**src/rtl/lamp_ctrl_n.sv**
```systemverilog
// Multi-switch lamp controller: N_SW synchronised, debounced switches each toggle one lamp,
// with an optional auto-off timer and a synchronous force-off; all outputs are registered.
module lamp_ctrl_n #(
  parameter int N_SW    = 3,
  parameter int DB_MAX  = 4,
  parameter int DB_W    = 3,
  parameter int TIMEOUT = 0,
  parameter int TO_W    = 16
) (
  input  logic            clk,
  input  logic            rst,
  input  logic [N_SW-1:0] sw,
  input  logic            all_off,
  output logic            F,
  output logic [N_SW-1:0] sw_db,
  output logic            toggle,
  output logic            timeout
);

  localparam logic [DB_W-1:0] DB_LAST = DB_W'(DB_MAX - 1);
  localparam bit              TO_EN   = (TIMEOUT != 0);
  localparam logic [TO_W-1:0] TO_LAST = TO_W'(TO_EN ? TIMEOUT - 1 : 0);

  logic [N_SW-1:0]           s1_q, s2_q;
  logic [N_SW-1:0]           sw_db_q, sw_db_d;
  logic [N_SW-1:0][DB_W-1:0] cnt_q, cnt_d;
  logic [TO_W-1:0]           timer_q, timer_d;
  logic                      f_q, f_d;
  logic                      toggle_q, toggle_d;
  logic                      timeout_q, timeout_d;
  logic [N_SW-1:0]           flip;
  logic                      par;

  always_ff @(posedge clk or posedge rst) begin
    if (rst) begin
      s1_q      <= '0;
      s2_q      <= '0;
      sw_db_q   <= '0;
      cnt_q     <= '0;
      timer_q   <= '0;
      f_q       <= 1'b0;
      toggle_q  <= 1'b0;
      timeout_q <= 1'b0;
    end else begin
      s1_q      <= sw;
      s2_q      <= s1_q;
      sw_db_q   <= sw_db_d;
      cnt_q     <= cnt_d;
      timer_q   <= timer_d;
      f_q       <= f_d;
      toggle_q  <= toggle_d;
      timeout_q <= timeout_d;
    end
  end

  // A channel is accepted only after DB_MAX consecutive samples disagree with its settled level.
  always_comb begin
    sw_db_d = sw_db_q;
    cnt_d   = cnt_q;
    for (int i = 0; i < N_SW; i++) begin
      if (s2_q[i] == sw_db_q[i]) begin
        cnt_d[i] = '0;
      end else if (cnt_q[i] == DB_LAST) begin
        sw_db_d[i] = s2_q[i];
        cnt_d[i]   = '0;
      end else begin
        cnt_d[i] = cnt_q[i] + 1'b1;
      end
    end
  end

  assign flip = sw_db_d ^ sw_db_q;
  assign par  = ^flip;

  // Even-parity flip cycles fall through to the timer branch, so they do not restart it.
  always_comb begin
    f_d       = f_q;
    toggle_d  = 1'b0;
    timeout_d = 1'b0;
    timer_d   = '0;
    if (all_off) begin
      f_d = 1'b0;
    end else if (par) begin
      f_d      = ~f_q;
      toggle_d = 1'b1;
    end else if (TO_EN && f_q && (timer_q == TO_LAST)) begin
      f_d       = 1'b0;
      timeout_d = 1'b1;
    end else if (TO_EN && f_q) begin
      timer_d = timer_q + 1'b1;
    end
  end

  assign F       = f_q;
  assign sw_db   = sw_db_q;
  assign toggle  = toggle_q;
  assign timeout = timeout_q;

endmodule
```
**config.mk**
```make
export PLATFORM = sky130hd
export DESIGN_NAME = lamp_ctrl_n
export DESIGN_NICKNAME = d
export VERILOG_FILES = /design/src/rtl/lamp_ctrl_n.sv
export SDC_FILE = /design/constraint.sdc
export NUM_CORES = 1
export LEC_CHECK = 0
export CAP_MARGIN = 20
export CORE_MARGIN = 2
export CORE_UTILIZATION = 54
export CTS_CLUSTER_DIAMETER = 100
export CTS_CLUSTER_SIZE = 10
export DETAILED_ROUTE_END_ITERATION = 8
export PLACE_DENSITY = 0.91
export SYNTH_ARGS = -nofsm -noshare
export SYNTH_HDL_FRONTEND = slang
export SYNTH_SLANG_ARGS = --single-unit
export TNS_END_PERCENT = 10
```
**constraint.sdc**
```tcl
create_clock -name clk -period 4.2 [get_ports clk]
set_clock_uncertainty 0.15 [all_clocks]
set_input_delay 0.63 -clock clk [delete_from_list [all_inputs] [get_ports clk]]
set_output_delay 0.63 -clock clk [all_outputs]
set_load 0.03 [all_outputs]
```
==> out/results.tsv, run 1 <==
stage	metric	value	unit
pwr	pwr dens	586	nW/um^2
worst_setup_path	Buffers & Inverters on Critical Path	1	
worst_setup_path	Startpoint Class	flip-flop	
synthesis	Mapped Cells	69	
global_routing	first-pass GRT wire length	2380	um
worst_setup_path	reg2reg start	cnt_q[6]	
cts	H-tree Lvls	1	
flow_run	max cap viols	0	
cts	Resized cells post-CTS	0	
pwr	LEAKAGE	0.000449	uW
drt	vias per std cell	5.40	
global_routing	GR Util All Layers	0.182	
worst_setup_path	Worst Setup End Kind	primary output	
timing	Setup TNS	0	ns
drt	1st-iter DRT viols	7	
final_layout	Util after Layout	0.651	
final_layout	diodes inserted	0	
floorplanning	Ports	12	
placed_design	hpwl dp	993	um
outcome	status	complete, no violations	
timing	max-slew violations	0	
final_layout	Layout Nets	92	
cts	CTS buffer count	3	
worst_setup_path	CP Cell Sequence	clkdlybuf4s50_1	
synthesis	distinct cell type count after synthesis	21	
floorplanning	site row count	14	
cts	CTS max path bufs	2	
worst_setup_path	CP max stage cell	clkdlybuf4s50_1	
timing	endpoints failing hold	0	
worst_setup_path	Crit path depth	1	
final_layout	share of cells above drive strength 1	0.0617	
timing	Final min period	2.21	ns
final_layout	Area Overhead vs Synth	16.4	%
cts	Clock Latency Late Sink	0.29	ns
placed_design	Port Buf Inserts	10	
timing	Setup-failing EPs final	0	
worst_hold_path	worst hold start	s1_q[0]	
drt	Detailed Routing Iterations Pass 1	2	
cts	Reg clk slew, reported paths	0.10	ns
drt	post-route ant nets	0	
global_routing	initial antenna violation count	0	
worst_setup_path	CP delay by family, top	buffers and inverters	
worst_setup_path	Worst Reg-to-Reg Cells	5	
drt	Vias	524	
floorplanning	Die Wd	43.0	um
timing	Period Utilization, post-route	0.527	
worst_setup_path	critical-path maximum fanout	4	
cts	CTS Hold Buffers Added	0	
drt	Post-Route WL	1300	um
cts	Post-CTS Setup Repair Bufs	0	
placed_design	Routability Congestion	0.699	
cts	Clock Sink Count	20	
floorplanning	total core area	1470	sq um
synthesis	Synthesized Nets	78	
global_routing	gr ovfl total	0	
synthesis	mapped cell area	823	sq um
synthesis	Yosys reg bits	20	
worst_hold_path	Hold Crit Depth	0	
drt	Avg WL per Cell	13.4	um
worst_setup_path	Req. time, crit path	3.42	ns
floorplanning	die area	1850	sq um
timing	Rel. slew slack	0.519	
floorplanning	Die Y	43.0	um
worst_setup_path	Crit path arrival time	1.43	ns
cts	CTS tree	built	
timing	Least-Margin Pin Slew	0.721	ns
floorplanning	Initial Util	0.560	
cts	clock root cell	clkbuf_4	
pwr	worst vdd ir	0.000367	V
synthesis	yosys warns	0	
timing	RSZ-0062 raised after global routing	no	
worst_setup_path	Worst R2R Setup Slack	2.29	ns
drt	drt drc	0	
synthesis	sequential-to-total area share from yosys stat	0.608	
worst_setup_path	Setup CP Type	flip-flop to primary output	
worst_setup_path	Worst setup startpoint	sw_db[0]	
worst_setup_path	slowest stage delay, CP	0.70	ns
worst_hold_path	worst hold path class	flip-flop to flip-flop	
global_routing	largest net degree at the start of global routing	21	
timing	maximum clock rate	452	MHz
synthesis	Post-Syn Area per Cell	11.9	sq um
global_routing	vias in the first global route	567	
==> kinds of logic after synthesis <==
logic type | share of synthesized area
AND/OR/NAND/NOR | 0.193
adder cells (fa/ha/maj) | 0.0456
AO/OA/AOI/OAI | 0.0623
other | 0.00455
XOR/XNOR | 0.0730
buffers and inverters | 0.0137
flip-flops | 0.608
==> state kept, by name, indices dropped and copies added, names as in the netlist <==
signal / flops
F: 1
cnt_q: 9
s1_q: 3
s2_q: 3
sw_db: 3
toggle: 1
==> cells in the mapped netlist (all sizes together) <==
cell    instances  share of area
a21oi           2          0.012
nor3b           4          0.036
xnor2           3          0.041
or4             1         0.0091
nand2           9          0.041
o22ai           1         0.0076
xor2            3          0.032
nor2b           3          0.023
inv             1         0.0046
ha              3          0.046
dfrtp          20           0.61
a211oi          4          0.036
nor3            4          0.024
conb            1         0.0046
and3            3          0.023
o21ai           1         0.0061
nor2            1         0.0046
buf             1         0.0091
nand2b          3          0.023
and2            1         0.0091
==> layer usage <==
metal  global-route usage  wire length, um  up-vias
met3               0.0383               40        4
met5                    0                0        -
li1                     -                -      261
met1                0.225              594      249
met4                0.109               39        0
met2                0.294              628       10
==> placed cells by master (no fill, tap or decap), drive strengths merged <==
| cell | netlist | routed |
|---|---|---|
| o21ai | 1 | 1 |
| nand2 | 9 | 9 |
| nor2 | 1 | 1 |
| o22ai | 1 | 1 |
| clkdlybuf4s50 | 0 | 10 |
| a211oi | 4 | 4 |
| or4 | 1 | 1 |
| nor2b | 3 | 3 |
| nand2b | 3 | 3 |
| xnor2 | 3 | 3 |
| conb | 1 | 1 |
| and2 | 1 | 1 |
| and3 | 3 | 3 |
| a21oi | 2 | 2 |
| ha | 3 | 3 |
| nor3 | 4 | 4 |
| clkbuf | 0 | 3 |
| xor2 | 3 | 3 |
| inv | 1 | 1 |
| dfrtp | 20 | 20 |
| nor3b | 4 | 4 |
==> power by group <==
part | total (uW) | leakage, uW | switching, uW | internal (uW)
registers | 269 | 0.000254 | 33.7 | 236
logic | 206 | 0.000180 | 116 | 89.6
clock network | 86.5 | 0.0000138 | 53.1 | 33.4
total | 562 | 0.000449 | 203 | 359
==> area by class of cell <==
cell class	instances	area [sq um]
Multi-Input combinational cell	47	312
Sequential cell	20	500
Tap cell	16	20.0
Clock buffer	3	22.5
Inverter	1	3.75
Timing Repair Buffer	10	100
Fill cell	122	513
==> path summary, 6_finish.rpt <==
check | endpoint
max in group asynchronous | cnt_q[1]
worst max register to register | F
worst max-delay path | sw_db[0]
worst min-delay path | s2_q[0]
worst min register to register | s2_q[0]
min in group asynchronous | sw_db[1]
==> through the flow <==
stage	std cells	hold WS [ns]	power, uW	setup WS (ns)	instance area, sq um
after detailed placement	94	0.188	481	2.30	936
after global routing	97	0.216	606	1.92	958
after CTS	97	0.212	568	1.97	958
after global placement	94	0.183	467	2.32	936
after floorplan	69	0.181	408	2.45	823
final	97	0.209	562	1.99	958
(Power assumes the default switching activity.)
==> inputs of run 2 (changes only) <==
--- a/config.mk
+++ b/config.mk
@@ -7,11 +7,11 @@
 export LEC_CHECK = 0
 export CAP_MARGIN = 20
 export CORE_MARGIN = 2
-export CORE_UTILIZATION = 54
+export CORE_UTILIZATION = 51
 export CTS_CLUSTER_DIAMETER = 100
 export CTS_CLUSTER_SIZE = 10
 export DETAILED_ROUTE_END_ITERATION = 8
-export PLACE_DENSITY = 0.91
+export PLACE_DENSITY = 0.88
 export SYNTH_ARGS = -nofsm -noshare
 export SYNTH_HDL_FRONTEND = slang
 export SYNTH_SLANG_ARGS = --single-unit
==> constraint.sdc (replaced) <==
create_clock -name clk -period 2.2 [get_ports clk]
set_clock_uncertainty 0.15 [all_clocks]
set_input_delay 0.33 -clock clk [delete_from_list [all_inputs] [get_ports clk]]
set_output_delay 0.33 -clock clk [all_outputs]
set_load 0.03 [all_outputs]
==> run 2 against run 1 <==
  * Power rose by 93%
  * Non-clock buffer count rose by 2
  * Flip-flop and latch count did not move
  * Largest cell class unchanged
  * First-iteration DRC count rose by 43%
  * Largest power group unchanged
  * Sequential power rose by 91%
  * Sequential share of layout area fell by 0.81 points
==> out/results.tsv, run 2 (synthesis gave the netlist of run 1 again) <==
stage	metric	value	unit
cts	H-tree Lvls	1	
pwr	Clock Power Share	0.151	
worst_setup_path	Setup CP Type	flip-flop to primary output	
placed_design	hpwl dp	910	um
timing	max-slew violations	0	
final_layout	Reg with most FFs	cnt_q	
final_layout	Layout Nets	94	
worst_setup_path	Worst Reg-to-Reg Cells	5	
global_routing	first-pass GRT wire length	2220	um
cts	Clock Sink Count	20	
worst_hold_path	worst hold path class	input port to asynchronous set/reset pin	
timing	Period Utilization, post-route	0.873	
timing	maximum clock rate	521	MHz
pwr	LEAKAGE	0.000458	uW
worst_setup_path	Crit path arrival time	1.44	ns
cts	Resized cells post-CTS	0	
outcome	status	complete, no violations	
cts	CTS max path bufs	2	
floorplanning	Die Wd	44.2	um
drt	drt drc	0	
worst_setup_path	reg2reg start	cnt_q[6]	
floorplanning	Die Y	44.2	um
pwr	pwr dens	1120	nW/um^2
floorplanning	die area	1950	sq um
final_layout	diodes inserted	0	
pwr	Sw Pwr	389	uW
worst_setup_path	critical-path maximum fanout	4	
cts	Clock Latency Late Sink	0.29	ns
pwr	internal power	696	uW
cts	Reg clk slew, reported paths	0.10	ns
placed_design	Routability Congestion	0.757	
cts	Post-CTS Setup Repair Bufs	0	
drt	1st-iter DRT viols	10	
cts	CTS Hold Buffers Added	0	
worst_setup_path	slowest stage delay, CP	0.70	ns
final_layout	leading cell type in the layout, fill and taps excluded	dfrtp_1	
cts	clock root cell	clkbuf_4	
pwr	worst vdd ir	0.000598	V
timing	endpoints failing hold	0	
final_layout	number of fillers in the final layout	126	
placed_design	Port Buf Inserts	10	
final_layout	max FFs per register	9	
floorplanning	site row count	14	
drt	Detailed Routing Iterations Pass 1	4	
global_routing	initial antenna violation count	0	
timing	Setup TNS	0	ns
global_routing	gr ovfl total	0	
worst_setup_path	worst r2r dst	F	
flow_run	max cap viols	0	
global_routing	GR Util All Layers	0.161	
worst_setup_path	Worst Setup End Kind	primary output	
drt	vias per std cell	5.48	
worst_setup_path	CP delay by family, top	buffers and inverters	
worst_setup_path	Worst R2R Setup Slack	0.32	ns
drt	Vias	543	
worst_setup_path	CP max stage cell	clkdlybuf4s50_1	
global_routing	vias in the first global route	522	
drt	Post-Route WL	1300	um
worst_setup_path	Buffers & Inverters on Critical Path	1	
floorplanning	Ports	12	
cts	CTS buffer count	3	
final_layout	Util after Layout	0.646	
timing	RSZ-0062 raised after global routing	no	
final_layout	Area Overhead vs Synth	18.2	%
worst_setup_path	Req. time, crit path	1.72	ns
timing	Setup-failing EPs final	0	
cts	CTS tree	built	
final_layout	share of cells above drive strength 1	0.0843	
final_layout	commonest non-fill, non-tap cells in the layout	dfrtp_1 (20), clkdlybuf4s50_1 (10), nand2_1 (9)	
pwr	Net Sw Frac	0.359	
drt	Avg WL per Cell	13.1	um
pwr	Seq pwr share	0.474	
global_routing	largest net degree at the start of global routing	21	
timing	Final min period	1.92	ns
floorplanning	Initial Util	0.547	
worst_setup_path	CP Cell Sequence	clkdlybuf4s50_1	
drt	post-route ant nets	0	
worst_setup_path	Startpoint Class	flip-flop	
floorplanning	total core area	1510	sq um
pwr	Comb power frac	0.375	
## run 2: cell types whose count changed in the layout (fill, tap and decap cells not counted), sizes merged
cell	delta
buf	+2
## run 2: worst max path at each step
stage	startpoint	end	slack (ns)	cells past startpoint
after global routing	sw_db[0]	sw_db[0]	0.22	1
final	sw_db[0]	sw_db[0]	0.28	1
after detailed placement	cnt_q[6]	F	0.39	5
after global placement	cnt_q[3]	F	0.41	5
after floorplan	sw_db[2]	F	0.45	4
after CTS	sw_db[0]	sw_db[0]	0.26	1
## run 2: per-stage QoR
step                      hold slack, ns  setup slack [ns]  cell area, sq um  instances  power, uW
after floorplan                    0.144             0.449               823         69        780
after global placement             0.183             0.407               951         96        911
after detailed placement           0.185             0.390               951         96        922
after CTS                          0.204             0.265               973         99       1090
after global routing               0.217             0.220               973         99       1150
final                              0.198             0.279               973         99       1090
## run 2: cell type report
| type | instances | area (sq um) | share of cell area |
|---|---|---|---|
| Tap cell | 16 | 20.0 | 0.0206 |
| Inverter | 1 | 3.75 | 0.00386 |
| Sequential cell | 20 | 500 | 0.514 |
| Multi-Input combinational cell | 47 | 312 | 0.320 |
| Clock buffer | 3 | 22.5 | 0.0231 |
| Timing Repair Buffer | 12 | 115 | 0.118 |
## run 2: per-layer routing
metal	vias to the layer above	routed length, um	GRT usage
met2	17	620	0.244
li1	263	-	-
met4	0	30	0.109
met5	-	0	0
met3	4	43	0.0245
met1	259	603	0.212
## run 2: power groups by stage
stage	Clock, uW	Sequential (uW)	Combinational [uW]
2_1_floorplan	0	578	201
3_3_place_gp	0	516	395
3_5_place_dp	0	521	401
4_1_cts	171	515	409
5_1_grt	182	524	443
6_report	164	515	407
